<file path="config.mk">
export PLATFORM = sky130hd
export DESIGN_NAME = ifu_bus_if
export DESIGN_NICKNAME = d
export VERILOG_FILES = /design/src/rtl/ifu_bus_if.sv
export SDC_FILE = /design/constraint.sdc
export NUM_CORES = 1
export LEC_CHECK = 0
export BUFFER_PORTS_ARGS = -buffer_cell sky130_fd_sc_hd__clkbuf_2
export CAP_MARGIN = 20
export CORE_MARGIN = 5
export CORE_UTILIZATION = 46
export DETAILED_ROUTE_END_ITERATION = 7
export PLACE_DENSITY = 0.8
export SYNTH_ARGS = -nofsm -noshare
export SYNTH_HDL_FRONTEND = slang
export SYNTH_SLANG_ARGS = --single-unit
</file>
<file path="constraint.sdc">
create_clock -name clk -period 2.3 [get_ports clk]
set_clock_uncertainty 0.1 [all_clocks]
set_input_delay 0 -clock clk [delete_from_list [all_inputs] [get_ports clk]]
set_output_delay 0 -clock clk [all_outputs]
set_load 0.1 [all_outputs]
</file>
<file path="src/rtl/ifu_bus_if.sv">
// Instruction-fetch bus master: one outstanding read per PC, zero-latency hand-off on ready.
// Optional ready-wait timeout is compiled in with `define IFU_BUS_TIMEOUT_EN.
module ifu_bus_if #(
    parameter int                 ADDR_W         = 30,
    parameter int                 DATA_W         = 32,
    parameter logic [DATA_W-1:0]  NOP_INSN       = '0,
    parameter int                 TIMEOUT_CYCLES = 255
) (
    input  logic              clk,
    input  logic              reset,
    input  logic [ADDR_W-1:0] if_pc,
    input  logic              fetch_en,
    input  logic              stall,
    input  logic              flush,
    output logic [DATA_W-1:0] insn,
    output logic              busy,
    output logic              bus_req,
    input  logic              bus_grant,
    output logic [ADDR_W-1:0] bus_addr,
    output logic              bus_as,
    output logic              bus_rw,
    input  logic [DATA_W-1:0] bus_rd_data,
    input  logic              bus_rdy,
    output logic              bus_err
);

    typedef enum logic [1:0] {
        S_IDLE   = 2'd0,
        S_REQ    = 2'd1,
        S_ACCESS = 2'd2,
        S_STALL  = 2'd3
    } state_t;

    state_t            state_q, state_d;
    logic              bus_req_q, bus_req_d;
    logic              bus_as_q, bus_as_d;
    logic [ADDR_W-1:0] bus_addr_q, bus_addr_d;
    logic [DATA_W-1:0] buf_q, buf_d;
    logic              discard_q, discard_d;
    logic              busy_c;
    logic [DATA_W-1:0] insn_c;
    logic              err_c;

`ifdef IFU_BUS_TIMEOUT_EN
    localparam logic [15:0] TO_LIMIT = 16'(TIMEOUT_CYCLES);
    logic [15:0] cnt_q, cnt_d;
`else
    logic unused_timeout;
    assign unused_timeout = |32'(TIMEOUT_CYCLES);
`endif

    always_comb begin
        state_d    = state_q;
        bus_req_d  = bus_req_q;
        bus_as_d   = 1'b0;
        bus_addr_d = bus_addr_q;
        buf_d      = buf_q;
        discard_d  = discard_q;
        busy_c     = 1'b0;
        insn_c     = NOP_INSN;
        err_c      = 1'b0;
`ifdef IFU_BUS_TIMEOUT_EN
        cnt_d      = cnt_q;
`endif
        case (state_q)
            S_IDLE: begin
                if (fetch_en && !stall && !flush) begin
                    busy_c     = 1'b1;
                    bus_addr_d = if_pc;
                    bus_req_d  = 1'b1;
                    state_d    = S_REQ;
                end
            end
            S_REQ: begin
                busy_c = 1'b1;
                if (flush) begin
                    bus_req_d = 1'b0;
                    state_d   = S_IDLE;
                end else if (bus_grant) begin
                    bus_as_d  = 1'b1;
                    discard_d = 1'b0;
`ifdef IFU_BUS_TIMEOUT_EN
                    cnt_d     = '0;
`endif
                    state_d   = S_ACCESS;
                end
            end
            S_ACCESS: begin
                if (bus_rdy) begin
                    bus_req_d = 1'b0;
                    discard_d = 1'b0;
                    // A flush seen earlier in this access, or now, kills the returned word.
                    if (flush || discard_q) begin
                        state_d = S_IDLE;
                    end else begin
                        insn_c  = bus_rd_data;
                        buf_d   = bus_rd_data;
                        state_d = stall ? S_STALL : S_IDLE;
                    end
`ifdef IFU_BUS_TIMEOUT_EN
                end else if (cnt_q == TO_LIMIT) begin
                    err_c     = 1'b1;
                    bus_req_d = 1'b0;
                    discard_d = 1'b0;
                    state_d   = S_IDLE;
`endif
                end else begin
                    busy_c = 1'b1;
                    if (flush) begin
                        discard_d = 1'b1;
                    end
`ifdef IFU_BUS_TIMEOUT_EN
                    cnt_d = cnt_q + 16'd1;
`endif
                end
            end
            S_STALL: begin
                if (flush) begin
                    state_d = S_IDLE;
                end else begin
                    insn_c = buf_q;
                    if (!stall) begin
                        state_d = S_IDLE;
                    end
                end
            end
            default: state_d = S_IDLE;
        endcase
    end

    always_ff @(posedge clk) begin
        if (reset) begin
            state_q    <= S_IDLE;
            bus_req_q  <= 1'b0;
            bus_as_q   <= 1'b0;
            bus_addr_q <= '0;
            buf_q      <= NOP_INSN;
            discard_q  <= 1'b0;
`ifdef IFU_BUS_TIMEOUT_EN
            cnt_q      <= '0;
`endif
        end else begin
            state_q    <= state_d;
            bus_req_q  <= bus_req_d;
            bus_as_q   <= bus_as_d;
            bus_addr_q <= bus_addr_d;
            buf_q      <= buf_d;
            discard_q  <= discard_d;
`ifdef IFU_BUS_TIMEOUT_EN
            cnt_q      <= cnt_d;
`endif
        end
    end

    assign insn     = insn_c;
    assign busy     = busy_c;
    assign bus_req  = bus_req_q;
    assign bus_as   = bus_as_q;
    assign bus_addr = bus_addr_q;
    assign bus_rw   = 1'b1;
`ifdef IFU_BUS_TIMEOUT_EN
    assign bus_err  = err_c;
`else
    assign bus_err  = 1'b0;
`endif

endmodule

</file>
==> results.md <==
| Result | Value |
|:---|:---|
| Setup slack of the most critical reg-to-reg path | 90 ps |
| Async set-or-reset flop fraction in the synthesized netlist | 0 |
| GPL Wtd Cong | 0.799 |
| Pin count of the biggest net entering global routing | 68 |
| Most frequent cells after synthesis | 191 x sky130_fd_sc_hd__nand2_1, 67 x sky130_fd_sc_hd__dfxtp_1, 65 x sky130_fd_sc_hd__a21oi_1 |
| # port buffers | 133 |
| FF+latch area | 1340 sq um |
| Max rail drop VDD | 677 uV |
| Initial antenna violation count | 0 |
| Global-route total usage across every layer | 0.247 |
| Launching instance or port of the critical path | state_q[0] |
| Die Height | 87.8 um |
| Total of endpoints with negative setup slack in the final report | 0 |
| Vias | 3322 |
| Power density cells | 582 nW/um^2 |
| Final nets | 650 |
| Classification of the worst setup path | register to register |
| Period utilisation layout | 0.959 |
| HPWL Detailed | 5.71 mm |
| Chip Width | 87.8 um |
| Switch share | 0.297 |
| Commonest register cell after synthesis | sky130_fd_sc_hd__dfxtp_1 |
| Switching Power | 842 uW |
| Largest driver fanout on the critical path | 6 |
| Levels on crit path | 5 |
| Status | finished clean |
| Unrepaired setup endpoints after global routing | yes |
| Combinational group share of total power | 0.199 |
| Core area | 5920 sq um |
| # placed instances | 574 |
| Wirelength, routed | 9.42 mm |
| Library cell with the highest instance count after synthesis | sky130_fd_sc_hd__nand2_1 |
| Total CTS buffers | 9 |
| Crit path time final | 2210 ps |
| Global-route wire length before repair | 15.0 mm |
| Warning count from the yosys run | 0 |
| Top cell type by total area after synthesis | sky130_fd_sc_hd__dfxtp_1 |
| Number of cells produced by synthesis | 388 |
| Leakage | 2.16 nW |
| Effective utilization at floorplan | 0.470 |
| Slew of the pin with the lowest slew margin | 698 ps |
| Worst path top cell family by delay | buffers and inverters |
| Fmax | 453 MHz |
| Sequential area share after synthesis | 0.482 |
| Fin cells | 657 |
| Reg2Reg Depth | 5 |
| Area growth, synth to finish | 74.8% |
| Post-synthesis register bit count | 67 |
| Sequence of cells on the critical path | inv_1 > ha_2 > or4_2 > dlygate4sd3_1 > mux2i_1 |
| TritonCTS clock tree | done |
| Cell-internal power | 1.99 mW |
| Sequential share of power | 0.424 |
| Synth cell types | 27 |
| Endpoint of the worst register-to-register path | state_q[1] |
| Net Count, Synth | 461 |
| Post-route standard cell area excluding fillers | 4870 sq um |
| Worst setup path end | state_q[1] |
| Leading cell types by total area after synthesis | sky130_fd_sc_hd__dfxtp_1 48%, sky130_fd_sc_hd__nand2_1 26%, sky130_fd_sc_hd__a21oi_1 12%, sky130_fd_sc_hd__clkbuf_1 2.8%, sky130_fd_sc_hd__ha_1 1.8% |
| Arrival @ worst endpoint | 2370 ps |
| Buf/Inv on CP | 2 |
| Worst setup EP type | register |
| Clock-pin slew on the worst setup and hold paths | 70 ps |
| Number of vias per cell after detailed routing | 5.06 |
| # Max-Cap Violations | 0 |
| Clk Tree Root Cell | sky130_fd_sc_hd__clkbuf_8 |
| Number of global-route vias before repair | 3335 |
| CP max stage delay | 630 ps |
| Instance area at placement | 3970 sq um |
| Clk network pwr share | 0.376 |
| Floorplan row count | 28 |
| CTS H-Tree Depth | 3 |
| Avg Inst Size Synth | 7.18 sq um |
| ANT nets after route | 0 |
| Final count of pins violating max slew | 0 |
| Worst path slowest cell | sky130_fd_sc_hd__or4_2 |
| Critical Path Source Type | register |
| Antenna Cells | 0 |
| Filler Cell Count | 339 |
| Hold violation count in the final report | 0 |
| Clk buf depth | 2 |
| DRC violation total after the first TritonRoute iteration | 115 |
| Grt total ovfl | 0 |
| Wire per inst | 14.3 um |
| Multi-input gate area | 1310 sq um |
| Number of sinks driven by the clock tree | 67 |
| Count of flip-flops with a built-in enable after synthesis | 0 |
| IO Pins | 136 |
| Worst hold slack | 104 ps |
| Number of iterations in the first detailed-routing pass | 8 |
| DRC violation count after routing | 0 |
| Area share of the largest cell type after synthesis | 0.482 |
| Area of the mapped netlist | 2790 sq um |
| Clock latency on the worst-skew pair | 330 ps |
| Slew margin rel. | 0.535 |
| Critical path required time | 2460 ps |
| Hold Crit Class | input pin to register |
| Launch instance of the worst register-to-register path | state_q[0] |
| Die area | 7710 sq um |
| Post-CTS setup repair buffer count | 0 |
| Share of layout cells above drive strength 1 | 0.282 |
==> area by class of cell <==
type / count / share of cell area
inverters: 6 / 0.00462
flip-flops and latches: 67 / 0.275
clock buffers: 9 / 0.0254
well taps: 75 / 0.0193
repair buffers: 205 / 0.386
clock inverters: 7 / 0.0190
multi-input cells: 288 / 0.270
==> placed cells by master, fill, tap and decap left out, types with 2 or more instances in the layout <==
| cell | n |
|---|---|
| sky130_fd_sc_hd__buf_12 | 34 |
| sky130_fd_sc_hd__bufinv_16 | 2 |
| sky130_fd_sc_hd__buf_4 | 4 |
| sky130_fd_sc_hd__clkinv_2 | 2 |
| sky130_fd_sc_hd__nand2b_1 | 2 |
| sky130_fd_sc_hd__nor3_1 | 3 |
| sky130_fd_sc_hd__conb_1 | 2 |
| sky130_fd_sc_hd__dlygate4sd3_1 | 67 |
| sky130_fd_sc_hd__nand2_1 | 191 |
| sky130_fd_sc_hd__a31oi_1 | 2 |
| sky130_fd_sc_hd__nor2_1 | 3 |
| sky130_fd_sc_hd__clkbuf_8 | 9 |
| sky130_fd_sc_hd__clkinvlp_4 | 3 |
| sky130_fd_sc_hd__a21oi_1 | 64 |
| sky130_fd_sc_hd__clkbuf_2 | 100 |
| sky130_fd_sc_hd__dfxtp_1 | 67 |
| sky130_fd_sc_hd__ha_2 | 3 |
| sky130_fd_sc_hd__a211oi_1 | 3 |
| sky130_fd_sc_hd__inv_1 | 6 |
==> what timing repair did <==
item                                    in CTS  in global routing
resized for setup                            0                  4
endpoints found under the setup margin       0                 24
hold buffers                                67                  0
endpoints found under the hold margin       65                  0
==> sequential cells by signal, indices dropped and copies added (netlist names) <==
register   flops
discard_q      1
state_q        2
bus_as         1
bus_addr      30
bus_req        1
buf_q         32
==> per-layer routing <==
metal  global-route usage  wire (um)  share of wire  up-vias
li1                     -          -              -     1613
met1                0.270       3600           0.38     1539
met2                0.447       4890           0.52      155
met3               0.0706        812          0.086       15
met4                0.100        121          0.013        0
met5                    0          0              0        -
==> worst min-delay path, delay by kind of cell <==
family,cells,cell delay [ps]
buf+inv,1,120
simple gates,3,370
==> cell families (layout without fill, tap and decap cells) <==
kind of cell	Yosys count	after routing	synth area share
AO/OA/AOI/OAI	73	73	0.146
buffers and inverters	33	227	0.0512
flip-flops	67	67	0.482
AND/OR/NAND/NOR	208	208	0.297
other	2	2	0.00270
multiplexers	1	1	0.00359
adder cells (fa/ha/maj)	4	4	0.0180
==> per-stage QoR <==
| stage | util | power [mW] | setup slack (ps) | setup TNS, ps |
|---|---|---|---|---|
| after floorplan | - | 1.56 | 277 | 0 |
| after global placement | 0.671 | 1.69 | 532 | 0 |
| after detailed placement | 0.671 | 1.69 | 464 | 0 |
| after CTS | 0.821 | 2.84 | 28.2 | 0 |
| after global routing | 0.822 | 2.93 | -14.3 | -14.3 |
| final | 0.822 | 2.84 | 94.3 | 0 |
==> power by group through the flow <==
| stage | clock network (mW) | logic (mW) | registers, mW |
|---|---|---|---|
| 2_1_floorplan | 0 | 0.168 | 1.40 |
| 3_3_place_gp | 0 | 0.458 | 1.23 |
| 3_5_place_dp | 0 | 0.462 | 1.23 |
| 4_1_cts | 1.08 | 0.553 | 1.20 |
| 5_1_grt | 1.14 | 0.594 | 1.21 |
| 6_report | 1.07 | 0.565 | 1.20 |
==> worst min-delay path by stage <==
| stage | from | to | slack, ps | depth (start not counted) |
|---|---|---|---|---|
| global route | bus_rdy | discard_q | 130 | 4 |
| global placement | if_pc[12] | bus_addr[12] | 120 | 3 |
| detailed placement | if_pc[28] | bus_addr[28] | 130 | 3 |
| CTS | bus_rdy | discard_q | 90 | 4 |
| floorplan | bus_grant | bus_as | 30 | 2 |
| finish | bus_rdy | discard_q | 100 | 4 |
(Power assumes the default switching activity.)
